==> config.mk <==
export PLATFORM = sky130hd
export DESIGN_NAME = writeback_stage
export DESIGN_NICKNAME = d
export VERILOG_FILES = /design/src/rtl/writeback_stage.sv
export SDC_FILE = /design/constraint.sdc
export NUM_CORES = 1
export LEC_CHECK = 0
export CAP_MARGIN = 25
export CORE_MARGIN = 2
export CORE_UTILIZATION = 36
export CTS_CLUSTER_SIZE = 8
export DETAILED_ROUTE_END_ITERATION = 16
export PLACE_DENSITY = 0.79
export SETUP_SLACK_MARGIN = 0.3
export SLEW_MARGIN = 5
export SYNTH_ARGS = -nofsm -noshare
export SYNTH_HDL_FRONTEND = slang
export SYNTH_SLANG_ARGS = --single-unit
==> constraint.sdc <==
create_clock -name clock -period 1.8 [get_ports clock]
set_input_delay 0.18 -clock clock [delete_from_list [all_inputs] [get_ports clock]]
set_output_delay 0.18 -clock clock [all_outputs]
set_load 0.05 [all_outputs]
==> src/rtl/writeback_stage.sv <==
// rtl/writeback_stage.sv - MEM/WB register, load wait, register file and PC write-back
module writeback_stage #(
  parameter int WIDTH        = 8,
  parameter int ADDRESSWIDTH = 4,
  parameter int OPCODEWIDTH  = 4,
  parameter int LOADTIMEOUT  = 16
) (
  input  logic                    clock,
  input  logic                    reset,
  input  logic                    inValid,
  input  logic [OPCODEWIDTH-1:0]  inOpcode,
  input  logic [ADDRESSWIDTH-1:0] inDestAddress,
  input  logic                    inWritesReg,
  input  logic                    inIsLoad,
  input  logic [WIDTH-1:0]        aluResult,
  input  logic                    loadValid,
  input  logic [WIDTH-1:0]        loadData,
  input  logic                    flush,
  output logic                    stall,
  output logic                    writeEnable,
  output logic [ADDRESSWIDTH-1:0] writeAddress,
  output logic [WIDTH-1:0]        dataToSave,
  output logic                    pcWriteEnable,
  output logic [WIDTH-1:0]        pcTarget,
  output logic                    loadError,
  output logic [OPCODEWIDTH-1:0]  wbOpcode,
  output logic [15:0]             retireCount
);

  localparam logic [1:0] IDLE      = 2'd0;
  localparam logic [1:0] LOAD_WAIT = 2'd1;
  localparam logic [1:0] WRITE     = 2'd2;

  localparam int CW = (LOADTIMEOUT > 2) ? $clog2(LOADTIMEOUT) : 1;
  localparam logic [CW-1:0]           CNTLAST = CW'(LOADTIMEOUT - 1);
  localparam logic [ADDRESSWIDTH-1:0] PCADDR  = ADDRESSWIDTH'(15);

  logic [1:0]              state;
  logic [CW-1:0]           wait_cnt;
  logic [ADDRESSWIDTH-1:0] dest_q;
  logic                    writes_q;
  logic [OPCODEWIDTH-1:0]  op_q;
  logic [WIDTH-1:0]        data_q;
  logic                    err_q;
  logic [15:0]             retire_q;
  logic                    active;

  // State, latched instruction fields, load timeout, error pulse and retire counter
  always_ff @(posedge clock) begin
    if (!reset) begin
      state    <= IDLE;
      wait_cnt <= '0;
      dest_q   <= '0;
      writes_q <= 1'b0;
      op_q     <= '0;
      data_q   <= '0;
      err_q    <= 1'b0;
      retire_q <= '0;
    end else begin
      err_q <= 1'b0;
      if (flush) begin
        // flush beats capture, load completion, timeout and retirement
        state <= IDLE;
      end else begin
        if (state == WRITE) begin
          retire_q <= retire_q + 16'd1;
        end
        case (state)
          LOAD_WAIT: begin
            if (loadValid) begin
              data_q <= loadData;
              state  <= WRITE;
            end else if (wait_cnt == CNTLAST) begin
              state <= IDLE;
              err_q <= 1'b1;
            end else begin
              wait_cnt <= wait_cnt + 1'b1;
            end
          end
          default: begin
            // IDLE and WRITE both accept a new instruction, giving one per cycle
            if (inValid) begin
              dest_q   <= inDestAddress;
              writes_q <= inWritesReg;
              op_q     <= inOpcode;
              if (inIsLoad) begin
                wait_cnt <= '0;
                state    <= LOAD_WAIT;
              end else begin
                data_q <= aluResult;
                state  <= WRITE;
              end
            end else begin
              state <= IDLE;
            end
          end
        endcase
      end
    end
  end

  // Strobes decode from the registered state; a flush in WRITE cancels them
  assign active        = (state == WRITE) && !flush;
  assign stall         = (state == LOAD_WAIT);
  assign writeEnable   = active && writes_q && (dest_q != PCADDR);
  assign pcWriteEnable = active && writes_q && (dest_q == PCADDR);
  assign writeAddress  = writeEnable   ? dest_q : '0;
  assign dataToSave    = writeEnable   ? data_q : '0;
  assign pcTarget      = pcWriteEnable ? data_q : '0;
  assign wbOpcode      = active ? op_q : '0;
  assign loadError     = err_q;
  assign retireCount   = retire_q;

endmodule
==> flow_summary.ini <==
[synth]
synth_enable_flop_cells = 0
synthFlopType = dfxtp_1
syn-mean-instance-area_sq_um = 8.27
ys_seq_area_share_pct = 40.7
syn_nets = 271
netlist_area_sq_um = 1970
ys_types = 40
yosysWarnings = 0
ys_ff_latch = 40
synth_cells = 238
synthArstFlopShare_pct = 0

[power]
p_int_mw = 1.27
powerDensity_nw_per_um2 = 481
p_switching_uw = 416
p_leak_nw = 1.38
pwr-share-clk_pct = 34.5
ir_drop_mv = 0.552
swShare_pct = 24.7
comb_power_share_pct = 12.0
p_seq_share_pct = 53.5
fin_total_pwr_mw = 1.69

[sta]
final_max_slew_viol_count = 0
max_freq_mhz = 582
skew_ps = 4.36
relSlewSlack_pct = 66.5
fin_crit_ps = 1720
fin_crit_sh_pct = 95.5
setup_viol = 0
worst-slew-pin-transition_ps = 504
worst_slack_ps = 80.3
hold_slack_ps = 353
rsz0062_at_grt = yes
final-hold-violation-count = 0

[global_routing]
grt_max_degree = 26
antenna_found_initial = 0
grt_first_pass_wirelength_mm = 9.56
first_global_vias = 2007
overflow = 0
grt.total_usage_pct = 19.6

[final_layout]
layout.cells.non_filler = 406
drive_above_1_share_pct = 35.1
area_growth_pct = 77.9
fin_nets = 368
final_area_sq_um = 3500
seq_area_sq_um = 846
antennaDiodeCount = 0
mostFrequentLayoutCells = 29 x clkdlybuf4s50_1, 28 x buf_12, 26 x dfxtp_1
multi_input_area_sq_um = 1260
final_common_cell = clkdlybuf4s50_1
fillers = 406

[min_path]
min_path_type = primary input to register

[drt]
ant_nets = 0
routedWlPerCell_um = 14.1
drc = 0
drt_iter0_markers = 97
wirelength_mm = 5.72
num_vias = 2044
avgViaCountPerCell = 5.03
drt_first_pass_iters = 4

[cts]
cts_made_buffers = 5
clk_pin_slew_ps = 80
clockBufferDepth = 2
clock_latency_ps = 290
htree_levels = 2
cts_hold_buf = 0
cts_tree = yes
cts_root_buffer = clkbuf_8
clkSinkCount = 40

[critical_path]
cp_num_buf_inv = 2
path_max_fanout = 13
crit_path_start_kind = register
cpPeakStageDelay_ps = 350
cp.required_ps = 1620
crit_slowest_cell = dfxtp_2
cp_cell_sequence = nor3b_4, and3_4, buf_12, and2_2, buf_12
cp.arrival_ps = 1540
cp_common_cell = buf_12
critPathKind = register to output pin
end_kind = output pin
crit_family = simple AND/OR/NAND/NOR gates

[place]
io_buffers = 74
placed_cell_area_sq_um = 3260
pre_cts_ws_ps = -82.1
placedCellCount = 384
place.gp.congestion = 0.742
post-dp-hpwl_mm = 3.92

[die]
ioPinCount = 75
row_count = 26
die_h_um = 78.0
design.die.area_sq_um = 6080
initial_core_util_pct = 37.8
chipWidth_um = 78.0
core_sq_um = 5200

[job]
drv_cap = 0

[status]
status = finished clean
==> logic make-up after synthesis <==
kind of cell,after synthesis,synth area share [%]
AO/OA/AOI/OAI,39,12.2
XOR/XNOR,10,4.45
adder cells (fa/ha/maj),2,1.27
buffers and inverters,17,3.87
flip-flops,40,40.7
multiplexers,13,6.80
AND/OR/NAND/NOR,117,30.7
==> synthesized netlist by cell type (3+ instances only) <==
library cell,n,area share (%)
and2_1,26,8.3
mux2i_1,12,6.1
buf_2,4,1.0
nand3_1,7,1.8
clkbuf_1,6,1.1
nand4_1,4,1.3
nand2b_1,3,0.95
nor2_1,26,5.0
inv_1,3,0.57
xnor2_1,9,4.0
a211o_1,8,3.6
dfxtp_1,40,41
nand2_1,26,5.0
o21ai_0,12,3.0
nor3_1,11,2.8
a21oi_1,14,3.6
==> what timing repair did <==
item | 4_1_cts | 5_1_grt
pin swaps | 10 | 9
cloned | 1 | 0
endpoints found under the hold margin | 0 | 0
setup buffers | 9 | 4
endpoints found under the setup margin | 68 | 52
gates resized for setup | 30 | 9
==> worst register-to-register path, cell delays in order (launching register included) <==
cell,delay (ps)
dfxtp_2,330
buf_4,130
nand2b_2,300
inv_2,120
buf_4,190
nand2_1,100
a211o_1,270
a21oi_1,130
==> power groups by stage <==
stage | clock, mW | sequential, mW | combinational (mW)
CTS | 0.587 | 0.902 | 0.194
floorplan | 0 | 0.920 | 0.0866
global route | 0.625 | 0.905 | 0.219
detailed placement | 0 | 0.922 | 0.190
finish | 0.582 | 0.902 | 0.202
global placement | 0 | 0.921 | 0.186
==> layer usage <==
layer / GRT usage (%) / wire [um] / vias to the layer above
li1: - / - / 1013
met1: 24.1 / 2450 / 970
met2: 34.5 / 2900 / 56
met3: 3.60 / 309 / 5
met4: 6.32 / 57 / 0
met5: 0 / 0 / -
==> path summary, 6_finish.rpt <==
kind | startpoint | cells after the start | end | slack, ps
worst max-delay path | state[1]$_SDFFE_PP0P_ | 5 | dataToSave[7] | 80
worst min register to register | retireCount[15]$_SDFFE_PN0P_ | 2 | retireCount[15]$_SDFFE_PN0P_ | 480
worst min-delay path | flush | 2 | state[1]$_SDFFE_PP0P_ | 350
worst max register to register | state[1]$_SDFFE_PP0P_ | 7 | data_q[2]$_SDFFE_PN0P_ | 170
==> sequential cells by signal (all words and copies together), names as in the netlist <==
name,count
dest_q,4
wait_cnt,4
retireCount,16
loadError,1
state,2
op_q,4
data_q,8
writes_q,1
==> cell type report <==
class                   instances  area share [%]
clock inverters                 1           0.107
clock buffers                   7            2.18
multi-input cells             182            35.9
inverters                       5           0.536
well taps                      70            2.50
flip-flops and latches         40            24.1
repair buffers                101            34.6
==> through the flow <==
step                utilization [%]  setup TNS [ps]
floorplan                         -               0
global placement               62.6            -235
detailed placement             62.6           -1090
CTS                            65.9               0
global route                   67.3               0
finish                         67.3               0
Power figures use the tool's default switching activity.
